`src/rtl/marker_pkg.sv`:
```
// Shared sizes, FSM states and colour constants for the concentric-ring marker generator.
// XW/YW follow the hcount/vcount port widths; TW covers the outermost ring threshold.
package marker_pkg;

  localparam int NUM_TARGETS   = 4;
  localparam int NUM_RINGS     = 4;
  localparam int MIN_WIDTH     = 5;
  localparam int MAX_WIDTH     = 100;
  localparam int SCREEN_WIDTH  = 1280;
  localparam int SCREEN_HEIGHT = 720;
  localparam int COLOUR_DEPTH  = 8;

  localparam int XW = $clog2(SCREEN_WIDTH);
  localparam int YW = $clog2(SCREEN_HEIGHT) + 1;
  localparam int WW = $clog2(MAX_WIDTH + 1);
  localparam int TW = $clog2(NUM_RINGS * MAX_WIDTH + 1);
  localparam int RW = $clog2(NUM_RINGS + 1);
  localparam int SW = (NUM_TARGETS > 1) ? $clog2(NUM_TARGETS) : 1;
  localparam int KW = (NUM_RINGS > 1) ? $clog2(NUM_RINGS) : 1;

  typedef enum logic [1:0] {IDLE, LATCH, BUILD, READY} state_t;

  localparam logic [COLOUR_DEPTH-1:0]   MID_LEVEL = COLOUR_DEPTH'(1 << (COLOUR_DEPTH - 1));
  localparam logic [3*COLOUR_DEPTH-1:0] WHITE     = '1;
  localparam logic [3*COLOUR_DEPTH-1:0] BLACK     = '0;
  localparam logic [3*COLOUR_DEPTH-1:0] BG_COLOUR = {3{MID_LEVEL}};

  function automatic logic width_ok(input logic [WW-1:0] w);
    return (w >= WW'(MIN_WIDTH)) && (w <= WW'(MAX_WIDTH));
  endfunction

endpackage

```
`src/rtl/marker_pattern_gen_if.sv`:
```
// Pixel-stream and target-descriptor bundle between a pattern source (master) and the
// marker generator (slave).
interface marker_pattern_gen_if;
  import marker_pkg::*;

  logic                            vsync_in;
  logic [XW-1:0]                   hcount_in;
  logic [YW-1:0]                   vcount_in;
  logic [NUM_TARGETS*XW-1:0]       x_in;
  logic [NUM_TARGETS*YW-1:0]       y_in;
  logic [NUM_TARGETS*WW-1:0]       width_in;
  logic [NUM_TARGETS-1:0]          valid_in;
  logic [3*COLOUR_DEPTH-1:0]       rgb_out;
  logic [XW-1:0]                   hcount_out;
  logic [YW-1:0]                   vcount_out;
  logic                            vsync_out;
  logic                            ready_out;

  modport master (
    output vsync_in, hcount_in, vcount_in, x_in, y_in, width_in, valid_in,
    input  rgb_out, hcount_out, vcount_out, vsync_out, ready_out
  );

  modport slave (
    input  vsync_in, hcount_in, vcount_in, x_in, y_in, width_in, valid_in,
    output rgb_out, hcount_out, vcount_out, vsync_out, ready_out
  );

endinterface

```
`src/rtl/marker_ring_classify.sv`:
```
// Per-slot datapath: registered Chebyshev distance to the centre, then a combinational
// count of ring thresholds at or below it, giving hit and ring parity.
module marker_ring_classify
  import marker_pkg::*;
(
  input  logic                  clk_in,
  input  logic                  rst_in,
  input  logic [XW-1:0]         h,
  input  logic [YW-1:0]         v,
  input  logic [XW-1:0]         cx,
  input  logic [YW-1:0]         cy,
  input  logic [NUM_RINGS*TW-1:0] thr,
  input  logic                  valid,
  output logic                  hit,
  output logic                  parity
);

  localparam int DW = (XW > YW) ? XW : YW;

  logic signed [XW:0] dx_s;
  logic signed [YW:0] dy_s;
  logic [XW-1:0]      dx;
  logic [YW-1:0]      dy;
  logic [DW-1:0]      d_next, d_reg;
  logic [TW-1:0]      d_sat;
  logic [NUM_RINGS-1:0] ge;
  logic [RW-1:0]      ring;

  always_comb begin
    dx_s   = $signed({1'b0, h}) - $signed({1'b0, cx});
    dy_s   = $signed({1'b0, v}) - $signed({1'b0, cy});
    dx     = dx_s[XW] ? XW'(-dx_s) : dx_s[XW-1:0];
    dy     = dy_s[YW] ? YW'(-dy_s) : dy_s[YW-1:0];
    d_next = (DW'(dx) > DW'(dy)) ? DW'(dx) : DW'(dy);
  end

  always_ff @(posedge clk_in) begin
    if (rst_in) d_reg <= '0;
    else        d_reg <= d_next;
  end

  // Distances beyond the threshold range pin to all-ones, which exceeds every ring.
  generate
    if (DW > TW) begin : g_sat
      assign d_sat = (|d_reg[DW-1:TW]) ? '1 : d_reg[TW-1:0];
    end else begin : g_ext
      assign d_sat = TW'(d_reg);
    end
  endgenerate

  genvar gi;
  generate
    for (gi = 0; gi < NUM_RINGS; gi++) begin : g_cmp
      assign ge[gi] = (thr[gi*TW +: TW] <= d_sat);
    end
  endgenerate

  always_comb begin
    ring = '0;
    for (int k = 0; k < NUM_RINGS; k++) ring = ring + RW'(ge[k]);
  end

  assign hit    = valid & (ring < RW'(NUM_RINGS));
  assign parity = ring[0];

endmodule

```
`src/rtl/marker_pattern_gen.sv`:
```
// Paints up to NUM_TARGETS square bullseyes into a pixel stream. A vsync rise latches the
// descriptors, a single adder then builds the ring thresholds before the frame is shown.
module marker_pattern_gen
  import marker_pkg::*;
(
  input  logic                clk_in,
  input  logic                rst_in,
  marker_pattern_gen_if.slave bus
);

  state_t state_reg, state_next;
  logic   vsync_q_reg, vsync_rise, ready_reg;

  logic [XW-1:0]          sx_reg [NUM_TARGETS];
  logic [YW-1:0]          sy_reg [NUM_TARGETS];
  logic [WW-1:0]          sw_reg [NUM_TARGETS];
  logic [NUM_TARGETS-1:0] sv_reg;

  logic [TW-1:0]          thr_reg [NUM_TARGETS][NUM_RINGS];
  logic [NUM_RINGS*TW-1:0] thr_flat [NUM_TARGETS];
  logic [TW-1:0]          acc_reg, acc_base, thr_sum;
  logic [SW-1:0]          slot_reg;
  logic [KW-1:0]          ring_reg;
  logic                   build_last;

  logic [XW-1:0]          h_d1_reg, hcount_out_reg;
  logic [YW-1:0]          v_d1_reg, vcount_out_reg;
  logic                   vs_d1_reg, vsync_out_reg;
  logic [NUM_TARGETS-1:0] hit, parity;
  logic [3*COLOUR_DEPTH-1:0] rgb_next, rgb_reg;

  assign vsync_rise = bus.vsync_in & ~vsync_q_reg;
  assign build_last = (slot_reg == SW'(NUM_TARGETS - 1)) && (ring_reg == KW'(NUM_RINGS - 1));

  always_comb begin
    state_next = state_reg;
    if (vsync_rise) begin
      state_next = LATCH;
    end else begin
      case (state_reg)
        IDLE:    state_next = IDLE;
        LATCH:   state_next = BUILD;
        BUILD:   if (build_last) state_next = READY;
        READY:   state_next = READY;
        default: state_next = IDLE;
      endcase
    end
  end

  always_ff @(posedge clk_in) begin
    if (rst_in) begin
      state_reg   <= IDLE;
      vsync_q_reg <= 1'b0;
      ready_reg   <= 1'b0;
    end else begin
      state_reg   <= state_next;
      vsync_q_reg <= bus.vsync_in;
      ready_reg   <= (state_next == READY);
    end
  end

  always_ff @(posedge clk_in) begin
    if (rst_in) begin
      sv_reg <= '0;
    end else if (state_reg == LATCH) begin
      for (int i = 0; i < NUM_TARGETS; i++) begin
        sx_reg[i] <= bus.x_in[i*XW +: XW];
        sy_reg[i] <= bus.y_in[i*YW +: YW];
        sw_reg[i] <= bus.width_in[i*WW +: WW];
        sv_reg[i] <= bus.valid_in[i] & width_ok(bus.width_in[i*WW +: WW]);
      end
    end
  end

  // Slot-major walk: each entry adds the stripe width to the previous ring's threshold.
  always_comb begin
    acc_base = (ring_reg == '0) ? '0 : acc_reg;
    thr_sum  = acc_base + TW'(sw_reg[slot_reg]);
  end

  always_ff @(posedge clk_in) begin
    if (rst_in) begin
      slot_reg <= '0;
      ring_reg <= '0;
      acc_reg  <= '0;
    end else if (state_reg == LATCH) begin
      slot_reg <= '0;
      ring_reg <= '0;
    end else if (state_reg == BUILD) begin
      acc_reg <= thr_sum;
      if (ring_reg == KW'(NUM_RINGS - 1)) begin
        ring_reg <= '0;
        slot_reg <= slot_reg + SW'(1);
      end else begin
        ring_reg <= ring_reg + KW'(1);
      end
    end
  end

  always_ff @(posedge clk_in) begin
    if (state_reg == BUILD) thr_reg[slot_reg][ring_reg] <= thr_sum;
  end

  genvar gi, gk;
  generate
    for (gi = 0; gi < NUM_TARGETS; gi++) begin : g_slot
      for (gk = 0; gk < NUM_RINGS; gk++) begin : g_thr
        assign thr_flat[gi][gk*TW +: TW] = thr_reg[gi][gk];
      end

      marker_ring_classify u_classify (
        .clk_in (clk_in),
        .rst_in (rst_in),
        .h      (bus.hcount_in),
        .v      (bus.vcount_in),
        .cx     (sx_reg[gi]),
        .cy     (sy_reg[gi]),
        .thr    (thr_flat[gi]),
        .valid  (sv_reg[gi]),
        .hit    (hit[gi]),
        .parity (parity[gi])
      );
    end
  endgenerate

  // Walk from the highest slot down so the lowest-index hit is the one that sticks.
  always_comb begin
    rgb_next = BG_COLOUR;
    for (int i = NUM_TARGETS - 1; i >= 0; i--) begin
      if (hit[i]) rgb_next = parity[i] ? BLACK : WHITE;
    end
    if ((state_reg != READY) || vs_d1_reg) rgb_next = BG_COLOUR;
  end

  always_ff @(posedge clk_in) begin
    if (rst_in) begin
      h_d1_reg       <= '0;
      v_d1_reg       <= '0;
      vs_d1_reg      <= 1'b0;
      hcount_out_reg <= '0;
      vcount_out_reg <= '0;
      vsync_out_reg  <= 1'b0;
      rgb_reg        <= '0;
    end else begin
      h_d1_reg       <= bus.hcount_in;
      v_d1_reg       <= bus.vcount_in;
      vs_d1_reg      <= bus.vsync_in;
      hcount_out_reg <= h_d1_reg;
      vcount_out_reg <= v_d1_reg;
      vsync_out_reg  <= vs_d1_reg;
      rgb_reg        <= rgb_next;
    end
  end

  assign bus.rgb_out    = rgb_reg;
  assign bus.hcount_out = hcount_out_reg;
  assign bus.vcount_out = vcount_out_reg;
  assign bus.vsync_out  = vsync_out_reg;
  assign bus.ready_out  = ready_reg;

endmodule

```
`src/flat_wrapper.sv`:
```
// flat-port wrapper written by rule: the top's interface ports become plain ports
module marker_pattern_gen_flat import marker_pkg::*;
  (clk_in, rst_in, bus_vsync_in, bus_hcount_in, bus_vcount_in, bus_x_in, bus_y_in, bus_width_in, bus_valid_in, bus_rgb_out, bus_hcount_out, bus_vcount_out, bus_vsync_out, bus_ready_out);
  marker_pattern_gen_if bus_i ();
  input  logic clk_in;
  input  logic rst_in;
  input wire logic [$bits(bus_i.vsync_in)-1:0] bus_vsync_in;
  input wire logic [$bits(bus_i.hcount_in)-1:0] bus_hcount_in;
  input wire logic [$bits(bus_i.vcount_in)-1:0] bus_vcount_in;
  input wire logic [$bits(bus_i.x_in)-1:0] bus_x_in;
  input wire logic [$bits(bus_i.y_in)-1:0] bus_y_in;
  input wire logic [$bits(bus_i.width_in)-1:0] bus_width_in;
  input wire logic [$bits(bus_i.valid_in)-1:0] bus_valid_in;
  output wire logic [$bits(bus_i.rgb_out)-1:0] bus_rgb_out;
  output wire logic [$bits(bus_i.hcount_out)-1:0] bus_hcount_out;
  output wire logic [$bits(bus_i.vcount_out)-1:0] bus_vcount_out;
  output wire logic [$bits(bus_i.vsync_out)-1:0] bus_vsync_out;
  output wire logic [$bits(bus_i.ready_out)-1:0] bus_ready_out;
  assign bus_i.vsync_in = bus_vsync_in;
  assign bus_i.hcount_in = bus_hcount_in;
  assign bus_i.vcount_in = bus_vcount_in;
  assign bus_i.x_in = bus_x_in;
  assign bus_i.y_in = bus_y_in;
  assign bus_i.width_in = bus_width_in;
  assign bus_i.valid_in = bus_valid_in;
  assign bus_rgb_out = bus_i.rgb_out;
  assign bus_hcount_out = bus_i.hcount_out;
  assign bus_vcount_out = bus_i.vcount_out;
  assign bus_vsync_out = bus_i.vsync_out;
  assign bus_ready_out = bus_i.ready_out;
  marker_pattern_gen u_core (.clk_in(clk_in), .rst_in(rst_in), .bus(bus_i));
endmodule
```
`config.mk`:
```
export PLATFORM = sky130hd
export DESIGN_NAME = marker_pattern_gen_flat
export DESIGN_NICKNAME = d
export VERILOG_FILES = /design/src/rtl/marker_pkg.sv /design/src/rtl/marker_pattern_gen_if.sv /design/src/rtl/marker_ring_classify.sv /design/src/rtl/marker_pattern_gen.sv /design/src/flat_wrapper.sv
export SDC_FILE = /design/constraint.sdc
export NUM_CORES = 1
export LEC_CHECK = 0
export BUFFER_PORTS_ARGS = -buffer_cell sky130_fd_sc_hd__buf_2
export CORE_AREA = 2 2 200 202
export DETAILED_ROUTE_END_ITERATION = 8
export DIE_AREA = 0 0 202 204
export GPL_ROUTABILITY_DRIVEN = 0
export GPL_TIMING_DRIVEN = 1
export HOLD_SLACK_MARGIN = 0.02
export PLACE_DENSITY_LB_ADDON = 0.2
export SYNTH_ARGS = -nofsm -noshare
export SYNTH_HDL_FRONTEND = slang
export SYNTH_SLANG_ARGS = --single-unit
export TNS_END_PERCENT = 50
```
`constraint.sdc`:
```
create_clock -name clk_in -period 9.41 [get_ports clk_in]
set_clock_uncertainty 0.15 [all_clocks]
set_input_delay 0.4705 -clock clk_in [delete_from_list [all_inputs] [get_ports clk_in]]
set_output_delay 0.4705 -clock clk_in [all_outputs]
set_load 0.01 [all_outputs]
```
# After elaboration in Yosys (flattened, before gate mapping)
# Memory sizes are Yosys's and may differ from the RTL's. A register that Yosys moved wholly into a read port is not among the register bits.
# Index checks and enable logic that the tools add are counted.
[classes]
eq_ne = 7
magnitude_cmp = 34
n_addsub = 31
n_reduce_logical = 17
bitwise_logic = 12
mux = 39
[op_table]
columns = ["cell", "count"]
rows = [
  ["$mux W24", 9],
  ["$le A9 B9 Y1", 16],
  ["$mux W11", 12],
  ["$sub A11 B11 Y12", 8],
  ["$neg A11 Y11", 8],
  ["$mux W9", 6],
  ["$gt A11 B11 Y1", 4],
  ["$mux W36", 1],
  ["$ge A7 B3 Y1 const B", 4],
  ["$le A7 B7 Y1 const B", 4],
  ["$demux W9 S2", 1],
  ["$add A2 B1 Y3", 4],
  ["$add A3 B1 Y3", 4],
  ["$lt A3 B3 Y1 const B", 4],
  ["$reduce_or A2 Y1", 6],
  ["$eq A2 B2 Y1 const B", 5],
  ["$mux W2", 5],
  ["$add A9 B7 Y9", 1],
  ["$and A1 B1 Y1", 9],
  ["$add A1 B1 Y2", 4],
  ["$pmux W2 S4", 1],
  ["$logic_and A1 B1 Y1", 6],
  ["$add A2 B1 Y2 const B", 2],
  ["$logic_not A2 Y1", 2],
  ["9 further kinds", 14],
]
[totals]
output_inout_bits = 48
n_memories = 4
reg_bits = 134
inputBits = 145
mem_bits_rw = 260
[mem_list]
columns = ["name", "words", "width", "rd", "rd_ports_with_merged_regs", "write_ports", "line_no", "rtl"]
rows = [
  ["u_core.thr_reg", 4, 36, 4, 0, 1, "marker_pattern_gen.sv:19", "logic [TW-1:0] thr_reg [NUM_TARGETS][NUM_RINGS];"],
  ["u_core.sx_reg", 4, 11, 4, 0, 4, "marker_pattern_gen.sv:14", "logic [XW-1:0] sx_reg [NUM_TARGETS];"],
  ["u_core.sy_reg", 4, 11, 4, 0, 4, "marker_pattern_gen.sv:15", "logic [YW-1:0] sy_reg [NUM_TARGETS];"],
  ["u_core.sw_reg", 4, 7, 1, 1, 4, "marker_pattern_gen.sv:16", "logic [WW-1:0] sw_reg [NUM_TARGETS];"],
]

# Logic depth before layout (Yosys ltp)
[depth]
word_depth = 13
ltp_mapped = 23
ltp_nobuf = 22

# By module
# Synthesis repeated with hierarchy kept, for this count alone.
[unflattened]
cells_unflattened = 2239
hier_area_um2 = 23757.8
[by_module_without_submodules]
columns = ["mod", "cells_per_inst", "n_inst", "area_each_um2", "seq_area_each_um2"]
rows = [
  ["marker_pattern_gen", 608, 1, 11063.1, 9208.8],
  ["marker_ring_classify (u_core.g_slot[2].u_classify)", 422, 1, 3233.1, 220.2],
  ["marker_ring_classify (u_core.g_slot[3].u_classify)", 403, 1, 3164.3, 220.2],
  ["marker_ring_classify (u_core.g_slot[1].u_classify)", 404, 1, 3158.0, 220.2],
  ["marker_ring_classify (u_core.g_slot[0].u_classify)", 402, 1, 3139.3, 220.2],
]

# Least setup slack after synthesis
# OpenSTA, ideal clock, no wires.
[synth_timing]
path_kind = "input port to flip-flop"
startpoint = "input port rst_in"
endpoint = "memory u_core.sw_reg[0][0] in the netlist's numbering (enable)"
path_slack_ns = 2.797
stages = 4
arrival_time_ns = 5.870
setup_time_ns = 0.593
path_buffers = 3
path_cell_list = "clkbuf_8 -> clkbuf_1 -> buf_1 -> nor2_1"
[synth_rtl]
columns = ["element", "line_no", "rtl"]
rows = [
  ["start, declared", "flat_wrapper.sv:6", "input logic rst_in;"],
  ["end, declared", "marker_pattern_gen.sv:16", ""],
]

==> results by group <==
Outcome
  – Outcome: finished clean

Final layout
  – Post-layout instance count excluding filler cells: 3,077
  – Net count, final: roughly 3,000
  – Layout cells sized above 1: a little over an eighth
  – Register area: 10,100 um^2
  – Final core utilization: a little over two thirds
  – Max reg flops: ~140
  – Fillers: 2,801
  – Area taken by multi-input logic gates: 12,600 um^2
  – Synth-to-Final Area Change: 16.0%

Global route
  – Pin count of the biggest net entering global routing: ~90
  – Initial antenna violation count: 0
  – First-pass GRT wire length: approximately 97,000 um
  – Vias in the first global route: 18,288
  – GRT Util Overall: 29.8%
  – Total gr overflow: 0

Route
  – Drt first pass iters: 5
  – WL/cell: just over 20 um
  – Via density per instance: 6.00
  – Routed vias: 18,469
  – DRC errors left: 0
  – Starting DRT DRC Count: ~1,400
  – WL final: 62,100 um
  – Routed Antenna Nets: 0

Floorplanning
  – Core Area: 39,200 um^2
  – Die width: 202 um
  – Die ar.: 41,200 um^2
  – Row count: 73
  – Die H: around 200 um
  – Initial core utilization: 60.4%
  – Total I/O pin count: ~190

Power
  – Power share of the combinational group: around 40%
  – Pint: 3.70 mW
  – Lkg Pwr: 11.6 nW
  – Clock network power share: a little over a quarter
  – Net Sw Power: 2.04 mW
  – VDD IR-drop max: 0.167 mV
  – Flop pwr share: 32.7%
  – Net Sw Frac: a little over a third
  – Power per Cell Area: 209 nW/um^2

Synth
  – Synth Flop Type: edfxtp_1
  – Top cells by area, synth: edfxtp_1, ha_1, dfxtp_1
  – Sequential fraction of the synthesis area: about 43%
  – Synth top area share: 33.0%
  – Largest area contributor in the netlist: edfxtp_1
  – Synthesized area: 23,700 um^2
  – Async S/R FF share, synth: 0%
  – Syn Nets: 2,687
  – Synthesis-stage register bit count: roughly 370
  – Mapped Cells: 2,226
  – Post-synth cell types: 106
  – Number of flops mapped to enable cells by yosys: 260
  – Yosys Warn Count: 0
  – Syn avg cell area: 10.6 um^2

Timing
  – RSZ-0062 raised after global routing: false
  – Setup_tns: 0 ns
  – Final Hold Viols: 0
  – Worst-Margin Slew: 1.36 ns
  – Tcrit/Tclk final: a little under three fifths
  – Final setup violation count: 0
  – Final Max Slew Viols: 0
  – Fmax: 186 MHz
  – Tmin final: between 5 and 6 ns
  – Max_slew headroom: 9.23%
  – Min setup slack post-route: 4.03 ns

Critical path
  – CP Max Fanout: 12
  – Cells along the critical path: inv_1, ha_1, nor2b_1, o2111ai_1, and4b_1, o21ai_0, nand2_1, and2_1, nor2_1, ha_1, nor2b_1, o21a_1, o21a_1, o21ai_0, a21oi_1, a221oi_1, o21ai_0, o211a_1
  – Max stage delay on crit path: 1.11 ns
  – Worst path bufs/invs: 1
  – CP delay by family, top: compound AO/OA/AOI/OAI gates
  – R2r worst-path depth: 18
  – Crit path launch type: register
  – Crit-path slowest cell: a221oi_1
  – Req. time, crit path: 9.70 ns
  – CP Capture Type: register
  – Critical path type: register to register
  – Critical Path Most Common Cell: o21ai_0
  – Levels on crit path: 18
  – CP Data Arrival Time: 5.68 ns

Clock tree
  – CTS tree: built
  – Insertion delay to the later sink of the worst-skew pair: between 0.5 and 0.6 ns
  – CTS Buf Count: 39
  – CTS H-tree lvls: 2
  – Clk buf depth: 3
  – CTS root buf: clkbuf_16
  – Post-CTS Setup Bufs: 0
  – Clk slew on worst S/H paths: ~0.060 ns
  – Clock Sinks: around 370

Run
  – MaxCap Viol Count: 0

Place
  – Setup WS pre-CTS: around 4 ns
  – Dpl cells: 2,888
  – PortBufs: roughly 190
  – Detailed Place HPWL: 43,400 um

Worst hold path
  – Hold path cells: 3
  – Hold crit path type: input pin to register
[power groups by stage]
stage / logic [mW] / clock network (mW) / registers, mW
final: 2.32 / 1.54 / 1.88
after global routing: 2.59 / 1.61 / 1.89
after CTS: 2.27 / 1.55 / 1.88
after detailed placement: 2.22 / 0 / 1.91
after global placement: 2.10 / 0 / 1.91
after floorplan: 1.63 / 0 / 1.91
[final timing paths]
check                                     start                                              end  slack, ns
hold / removal                  bus_valid_in[0]                    u_core.sv_reg[0]$_SDFFE_PP0P_       0.08
setup / recovery  u_core.sy_reg[1][1]$_DFFE_PP_  u_core.g_slot[1].u_classify.d_reg[3]$_SDFF_PP0_       4.03
hold reg to reg   u_core.h_d1_reg[5]$_SDFF_PP0_              u_core.bus.hcount_out[5]$_SDFF_PP0_       0.29
setup reg to reg  u_core.sy_reg[1][1]$_DFFE_PP_  u_core.g_slot[1].u_classify.d_reg[3]$_SDFF_PP0_       4.03
[synthesized netlist by cell type, drive strengths merged (8+ instances only)]
cell type and count:
a31oi 18, and3 27, o31ai 10, o31a 11, xnor2 57, and2 12, o211ai 14, a21o 28
nand3 53, xor2 56, or2 29, o32ai 13, o22ai 10, dfxtp 114, a211oi 23, nor3b 8
inv 170, nand2 85, a21oi 104, nor2 160, ha 303, edfxtp 260, or4 9, o21a 112
nand2b 17, nand4 30, nor3 50, a311oi 9, o211a 18, nor4 11, o21ai 99, fa 13
nor2b 100, or3 11, buf 28, clkbuf 33
[placed cells by master (no fill, tap or decap), types with 56 or more instances in the layout]
cell	synthesis	final
xor2_1	56	56
buf_2	2	191
o21a_1	112	112
a21oi_1	101	101
nand2_1	84	84
nor2b_1	98	98
o21ai_0	84	84
nor2_1	159	155
dlygate4sd3_1	1	117
edfxtp_1	260	260
dfxtp_1	114	114
inv_1	170	170
ha_1	303	303
[routing by layer]
metal,wire length (um),vias up,share of wire (%),global-route usage [%]
met5,0,-,0,0
met4,2540,0,4.1,12.1
li1,-,8820,-,-
met3,3770,157,6.1,4.18
met2,29700,701,48,50.9
met1,26100,8791,42,38.2
[cell type report]
cell class	instances	share of cell area (%)
Clock inverter	14	0.533
Tap cell	525	2.39
Timing Repair Buffer	316	7.97
Multi-Input combinational cell	1619	45.9
Inverter	171	2.34
Antenna cell	1	0.00912
Clock buffer	57	4.06
Sequential cell	374	36.8
[tightest hold or removal path: stages]
cell      delay (ns)
buf_2           0.12
nand4b_1        0.10
a21oi_1         0.06
[per-stage QoR]
stage | instance area (um^2) | power (mW) | hold WS, ns
final | 27500 | 5.74 | 0.0764
after global routing | 27400 | 6.09 | 0.0719
after CTS | 27400 | 5.70 | 0.0548
after detailed placement | 25000 | 4.13 | 0.275
after global placement | 25000 | 4.01 | 0.267
after floorplan | 23700 | 3.54 | 0.264
[cells by family after synthesis]
family	after synthesis	synth area share, %
mux	15	1.01
simple gates	629	14.1
flops	374	42.6
buf+inv	233	4.27
xor+xnor	113	4.18
compound gates	546	16.7
fa+ha+maj	316	17.1
[repair_timing]
item,CTS,global route
hold buffers,117,0
gates resized for setup,0,0
endpoints found under the hold margin,117,0
Power figures use the tool's default switching activity.
